--- src/rtl/serial_pkg.sv ---
`default_nettype none
// +--------------------------------------------------------------------+
// | serial_pkg : shared FSM state type and default word width          |
// | Revision   : 1.0                                                   |
// +--------------------------------------------------------------------+
package serial_pkg;
  localparam int unsigned c_DEFAULT_WIDTH = 8;

  typedef enum logic [0:0] {
    IDLE  = 1'b0,
    SHIFT = 1'b1
  } state_t;
endpackage
`default_nettype wire

--- src/rtl/serial_deserializer_if.sv ---
`default_nettype none
// +--------------------------------------------------------------------+
// | serial_deserializer_if : serial input / parallel output bundle     |
// | Revision               : 1.0                                       |
// +--------------------------------------------------------------------+
interface serial_deserializer_if #(
  parameter int WIDTH = 8
);
  logic             sin;
  logic             sin_valid;
  logic             clr;
  logic [WIDTH-1:0] pout;
  logic             out_valid;
  logic             out_ready;
  logic             overrun;
  logic             busy;

  modport master (
    output sin, sin_valid, clr, out_ready,
    input  pout, out_valid, overrun, busy
  );

  modport slave (
    input  sin, sin_valid, clr, out_ready,
    output pout, out_valid, overrun, busy
  );
endinterface
`default_nettype wire

--- src/rtl/shift_reg.sv ---
`default_nettype none
// +--------------------------------------------------------------------+
// | shift_reg : per-bit flip-flop shift register, selectable direction |
// | Revision  : 1.0                                                    |
// +--------------------------------------------------------------------+
module shift_reg #(
  parameter int WIDTH     = 8,
  parameter bit MSB_FIRST = 1'b1
) (
  input  wire logic             clk,
  input  wire logic             rst,
  input  wire logic             shift_en,
  input  wire logic             clr,
  input  wire logic             sin,
  output logic      [WIDTH-1:0] q
);
  logic [WIDTH-1:0] w_d;

  // MSB-first shifts toward the top so the oldest bit ends in q[WIDTH-1].
  assign w_d = MSB_FIRST ? {q[WIDTH-2:0], sin} : {sin, q[WIDTH-1:1]};

  generate
    for (genvar i = 0; i < WIDTH; i++) begin : g_bit
      logic r_bit;
      always_ff @(posedge clk or posedge rst) begin
        if (rst) begin
          r_bit <= 1'b0;
        end else if (clr) begin
          r_bit <= 1'b0;
        end else if (shift_en) begin
          r_bit <= w_d[i];
        end
      end
      assign q[i] = r_bit;
    end
  endgenerate
endmodule
`default_nettype wire

--- src/rtl/serial_deserializer.sv ---
`default_nettype none
// +--------------------------------------------------------------------+
// | serial_deserializer : serial-to-parallel with 1-deep output buffer |
// | Revision            : 1.0                                          |
// +--------------------------------------------------------------------+
module serial_deserializer
  import serial_pkg::*;
#(
  parameter int WIDTH     = c_DEFAULT_WIDTH,
  parameter bit MSB_FIRST = 1'b1
) (
  input  wire logic clk,
  input  wire logic rst,
  serial_deserializer_if.slave bus
);
  localparam int CNT_W = $clog2(WIDTH);
  localparam logic [CNT_W-1:0] c_LAST = CNT_W'(WIDTH - 1);

  state_t           r_state, w_state_nxt;
  logic [CNT_W-1:0] r_count, w_count_nxt;
  logic [WIDTH-1:0] r_pout, w_pout_nxt;
  logic             r_out_valid, w_out_valid_nxt;
  logic             r_overrun, w_overrun_nxt;
  logic [WIDTH-1:0] w_q;
  logic [WIDTH-1:0] w_word;
  logic             w_cap, w_done, w_load, w_drop;

  assign w_cap = bus.sin_valid && !bus.clr;

  shift_reg #(
    .WIDTH     (WIDTH),
    .MSB_FIRST (MSB_FIRST)
  ) u_shift (
    .clk      (clk),
    .rst      (rst),
    .shift_en (w_cap),
    .clr      (bus.clr),
    .sin      (bus.sin),
    .q        (w_q)
  );

  // The completed word includes the bit being captured on this edge.
  assign w_word = MSB_FIRST ? {w_q[WIDTH-2:0], bus.sin} : {bus.sin, w_q[WIDTH-1:1]};

  always_ff @(posedge clk or posedge rst) begin
    if (rst) begin
      r_state     <= IDLE;
      r_count     <= '0;
      r_pout      <= '0;
      r_out_valid <= 1'b0;
      r_overrun   <= 1'b0;
    end else begin
      r_state     <= w_state_nxt;
      r_count     <= w_count_nxt;
      r_pout      <= w_pout_nxt;
      r_out_valid <= w_out_valid_nxt;
      r_overrun   <= w_overrun_nxt;
    end
  end

  always_comb begin
    w_state_nxt     = r_state;
    w_count_nxt     = r_count;
    w_pout_nxt      = r_pout;
    w_out_valid_nxt = r_out_valid;
    w_overrun_nxt   = r_overrun;
    w_done          = w_cap && (r_state == SHIFT) && (r_count == c_LAST);
    w_load          = w_done && (!r_out_valid || bus.out_ready);
    w_drop          = w_done && r_out_valid && !bus.out_ready;

    if (bus.clr) begin
      w_state_nxt = IDLE;
      w_count_nxt = '0;
    end else if (w_cap) begin
      if (w_done) begin
        w_state_nxt = IDLE;
        w_count_nxt = '0;
      end else begin
        w_state_nxt = SHIFT;
        w_count_nxt = r_count + CNT_W'(1);
      end
    end

    if (w_load) begin
      w_pout_nxt      = w_word;
      w_out_valid_nxt = 1'b1;
    end else if (r_out_valid && bus.out_ready) begin
      w_out_valid_nxt = 1'b0;
    end

    if (bus.clr) begin
      w_overrun_nxt = 1'b0;
    end else if (w_drop) begin
      w_overrun_nxt = 1'b1;
    end
  end

  assign bus.pout      = r_pout;
  assign bus.out_valid = r_out_valid;
  assign bus.overrun   = r_overrun;
  assign bus.busy      = (r_state == SHIFT);
endmodule
`default_nettype wire

--- src/flat_wrapper.sv ---
// flat-port wrapper written by rule: the top's interface ports become plain ports
module serial_deserializer_flat import serial_pkg::*;
#(
  parameter int WIDTH     = c_DEFAULT_WIDTH,
  parameter bit MSB_FIRST = 1'b1
)
  (clk, rst, bus_sin, bus_sin_valid, bus_clr, bus_out_ready, bus_pout, bus_out_valid, bus_overrun, bus_busy);
  serial_deserializer_if #(.WIDTH(WIDTH)) bus_i ();
  input  wire logic clk;
  input  wire logic rst;
  input wire logic [$bits(bus_i.sin)-1:0] bus_sin;
  input wire logic [$bits(bus_i.sin_valid)-1:0] bus_sin_valid;
  input wire logic [$bits(bus_i.clr)-1:0] bus_clr;
  input wire logic [$bits(bus_i.out_ready)-1:0] bus_out_ready;
  output wire logic [$bits(bus_i.pout)-1:0] bus_pout;
  output wire logic [$bits(bus_i.out_valid)-1:0] bus_out_valid;
  output wire logic [$bits(bus_i.overrun)-1:0] bus_overrun;
  output wire logic [$bits(bus_i.busy)-1:0] bus_busy;
  assign bus_i.sin = bus_sin;
  assign bus_i.sin_valid = bus_sin_valid;
  assign bus_i.clr = bus_clr;
  assign bus_i.out_ready = bus_out_ready;
  assign bus_pout = bus_i.pout;
  assign bus_out_valid = bus_i.out_valid;
  assign bus_overrun = bus_i.overrun;
  assign bus_busy = bus_i.busy;
  serial_deserializer #(.WIDTH(WIDTH), .MSB_FIRST(MSB_FIRST)) u_core (.clk(clk), .rst(rst), .bus(bus_i));
endmodule
--- config.mk ---
export PLATFORM = sky130hd
export DESIGN_NAME = serial_deserializer_flat
export DESIGN_NICKNAME = d
export VERILOG_FILES = /design/src/rtl/serial_pkg.sv /design/src/rtl/serial_deserializer_if.sv /design/src/rtl/shift_reg.sv /design/src/rtl/serial_deserializer.sv /design/src/flat_wrapper.sv
export SDC_FILE = /design/constraint.sdc
export NUM_CORES = 1
export LEC_CHECK = 0
export BUFFER_PORTS_ARGS = -buffer_cell sky130_fd_sc_hd__buf_2
export CORE_MARGIN = 2
export CORE_UTILIZATION = 49
export DETAILED_ROUTE_END_ITERATION = 10
export GPL_TIMING_DRIVEN = 0
export PLACE_DENSITY = 0.74
export RECOVER_POWER = 50
export SETUP_SLACK_MARGIN = 0.4
export SLEW_MARGIN = 20
export SYNTH_ARGS = -nofsm -noshare
export SYNTH_HDL_FRONTEND = slang
export SYNTH_HIERARCHICAL = 1
export SYNTH_SLANG_ARGS = --single-unit
export TNS_END_PERCENT = 20
--- constraint.sdc ---
create_clock -name clk -period 1.35 [get_ports clk]
set_input_delay 0.0675 -clock clk [delete_from_list [all_inputs] [get_ports clk]]
set_output_delay 0.0675 -clock clk [all_outputs]
set_load 0.02 [all_outputs]
==> summary.md <==
| Metric | Value |
|---|---|
| Run status | finished with violations |
| Violations in the final reports | negative setup slack |
| Critical path origin | u_core/r_count[0]$_DFFE_PP0P_ |
| Transition at the pin with the smallest max-transition slack | ~0.55 ns |
| Type of the most critical hold path | input port to register |
| Lkg Pwr | 0.625 nW |
| Crit-path most repeated cell | sky130_fd_sc_hd__ha_4 |
| Clock network fraction of total power | between 20% and 30% |
| Internal power contribution | 0.788 mW |
| Achievable clock frequency | about 670 MHz |
| Fin worst setup slack | -0.144 ns |
| Non-filler instance count after layout | 124 |
| Initial Util | 51.4% |
| Number of cells after detailed placement | 118 |
| Startpoint of the tightest hold check path | bus_sin |
| Sw Pwr | 0.240 mW |
| Arrival time reported for the critical path endpoint | 1.68 ns |
| Startpoint Class | register |
| Overall fraction of global-route tracks in use | 14.3% |
| Avg Cell Area, Syn | 13.1 µm² |
| Largest fanout of any net on the critical path | 8 |
| Number of buffers inserted during clock tree synthesis | 3 |
| Clock root buffer | sky130_fd_sc_hd__clkbuf_4 |
| Accumulated negative setup slack | -1.02 ns |
| Number of placement rows | 16 |
| Synthesis Warnings | 6 |
| Wire length per cell after detailed routing | 13.3 µm |
| Area of the die | 2410 µm² |
| Deepest level of the CTS H-tree | 1 |
| Growth of design area from synthesis to finish | 22.7% |
| Share of layout cells above drive strength 1 | 43.3% |
| Relative slew margins | a little under two thirds |
| Overflow left after global routing | 0 |
| Drt via density | between 4 and 5 |
| Max stage delay cell, worst path | sky130_fd_sc_hd__dfrtp_1 |
| Final hold violation count | 0 |
| Number of antenna violations at the first check in global routing | 0 |
| CP max stage delay | 0.42 ns |
| HPWL after detailed placement | 1.16 mm |
| Power per cell area | 840 nW/µm² |
| Die Wd | between 40 and 50 µm |
| Worst clock skew | a little over 0.005 ns |
| Pin count of the biggest net entering global routing | 15 |
| Gp weighted congestion | 0.741 |
| Nature of the critical path endpoint | register |
| Sw frac | a little under a quarter |
| Port Buffers | 15 |
| Post-route minimum period | around 1.5 ns |
| Required time at the worst-slack endpoint | 1.54 ns |
| Initial DRC count | 9 |
| Sequential cell fraction of total power | around 63% |
| Total setup violations reported at the end of the flow | 8 |
| Critical Path, Cell by Cell | ha_4, ha_4, nand4b_4, nor2_8, mux2_4 |
| R2R cell count | 5 |
| Wire length of the first global-routing pass | 2.66 mm |
| Placeable core region | 1940 µm² |
| Vias | 587 |
| Worst hold endpoint | u_core/bus.pout[0]$_DFFE_PP0P_ |
| Final layout net count | 106 |
| Count of TritonRoute iterations in the first routing pass | 3 |
| Clock transition time at the flip-flop clock pins of the worst setup and hold paths | approximately 0.12 ns |
| Finished Cell Area | 1220 µm² |
| Clk buf depth | 2 |
| Number of global-route vias before repair | approximately 560 |
| Remaining antenna violation count | 0 |
| Total I/O pin count | 17 |
| Synthesized netlist net count | 84 |
| Post-synthesis cell area | 997 µm² |
| Hold path depth | 2 |
| Detailed-route wire length | 1.65 mm |
| DP Worst Slack | -0.193 ns |
| Capturing point of the worst reg2reg path | u_core/bus.pout[7]$_DFFE_PP0P_ |
| Final number of max-transition violations | 0 |
| Fraction of the cycle the final worst path needs | 111% |
| Num Clock Sinks | 21 |
| Peak supply drop | approximately 0.00046 V |
| Setup repair after global routing missed its margin | true |
| Class of the most critical setup path | register to register |
| Max-capacitance violation count | 0 |
| Post-Place Cell Area | 1120 µm² |
| Minimum setup slack among reg-to-reg paths | -0.14 ns |
| Part of the total power dissipated in combinational logic | 7.6% |
| Launch instance of the worst register-to-register path | u_core/r_count[0]$_DFFE_PP0P_ |
| Smallest hold slack | 0.00516 ns |
| Gate count of the mapped netlist | 76 |
| CTS tree | yes |
| Ant. Diodes | 0 |
| Later-pin clock latency in the skew report | 0.30 ns |
| Die Y | 49.1 µm |
| DRC viols | 0 |
-- worst max-delay path by stage --
stage | end | slack (ns) | depth (start not counted)
global placement | u_core/bus.pout[7]$_DFFE_PP0P_ | -0.16 | 5
global route | u_core/bus.pout[4]$_DFFE_PP0P_ | -0.22 | 5
floorplan | u_core/bus.pout[0]$_DFFE_PP0P_ | -0.11 | 5
CTS | u_core/bus.pout[7]$_DFFE_PP0P_ | -0.15 | 5
detailed placement | u_core/bus.pout[7]$_DFFE_PP0P_ | -0.19 | 5
finish | u_core/bus.pout[7]$_DFFE_PP0P_ | -0.14 | 5
-- state kept, by name (all words and copies together), names as in the netlist --
name	flops
u_core/bus.busy	1
u_core/bus.out_valid	1
u_core/bus.overrun	1
u_core/bus.pout	8
u_core/r_count	3
u_core/u_shift/g_bit.r_bit	7
-- worst max-delay path, delay by kind of cell, from the launching register on --
kind / cells / cell delay [ns]
fa+ha+maj: 2 / 0.29
flops: 1 / 0.42
mux: 1 / 0.33
simple gates: 2 / 0.34
-- layout by cell type, fill, tap and decap left out, types with 2 or more instances in the layout --
cell,instances
sky130_fd_sc_hd__buf_2,8
sky130_fd_sc_hd__dfrtp_1,20
sky130_fd_sc_hd__nand3_1,2
sky130_fd_sc_hd__nand2b_1,2
sky130_fd_sc_hd__buf_6,9
sky130_fd_sc_hd__mux2_4,8
sky130_fd_sc_hd__clkbuf_4,3
sky130_fd_sc_hd__buf_4,8
sky130_fd_sc_hd__ha_4,2
sky130_fd_sc_hd__mux2i_1,8
sky130_fd_sc_hd__nor2_1,10
sky130_fd_sc_hd__inv_1,2
-- power groups by stage --
| stage | combinational [mW] | sequential, mW | clock, mW |
|---|---|---|---|
| finish | 0.0780 | 0.649 | 0.301 |
| global route | 0.0867 | 0.651 | 0.335 |
| CTS | 0.0789 | 0.649 | 0.308 |
| detailed placement | 0.0745 | 0.659 | 0 |
| global placement | 0.0721 | 0.658 | 0 |
| floorplan | 0.0512 | 0.660 | 0 |
-- what timing repair did --
item	4_1_cts	5_1_grt
setup endpoints to repair	15	22
endpoints found under the hold margin	21	0
hold buffers	1	0
setup buffers	1	0
resized for setup	3	15
pin swaps	7	3
-- metal layers --
layer | routed length [µm] | share of wire [%] | track usage (%)
met1 | 765 | 46 | 20.2
met2 | 846 | 51 | 22.3
met4 | 0 | 0 | 4.29
met5 | 0 | 0 | 0
met3 | 39 | 2.4 | 2.76
-- per-stage QoR --
step,utilization (%),power (mW)
after floorplan,-,0.711
after global placement,57.7,0.730
after detailed placement,57.7,0.733
after CTS,60.8,1.04
after global routing,63.0,1.07
final,63.0,1.03
-- cell type report --
cell class                      instances  area, µm²
Buffer                                 10       78.8
Sequential cell                        21        527
Multi-Input combinational cell         43        414
Fill cell                             160        718
Clock buffer                            4       26.3
Tap cell                               27       33.8
Timing Repair Buffer                   17        136
Inverter                                2       7.51
(Power assumes the default switching activity.)
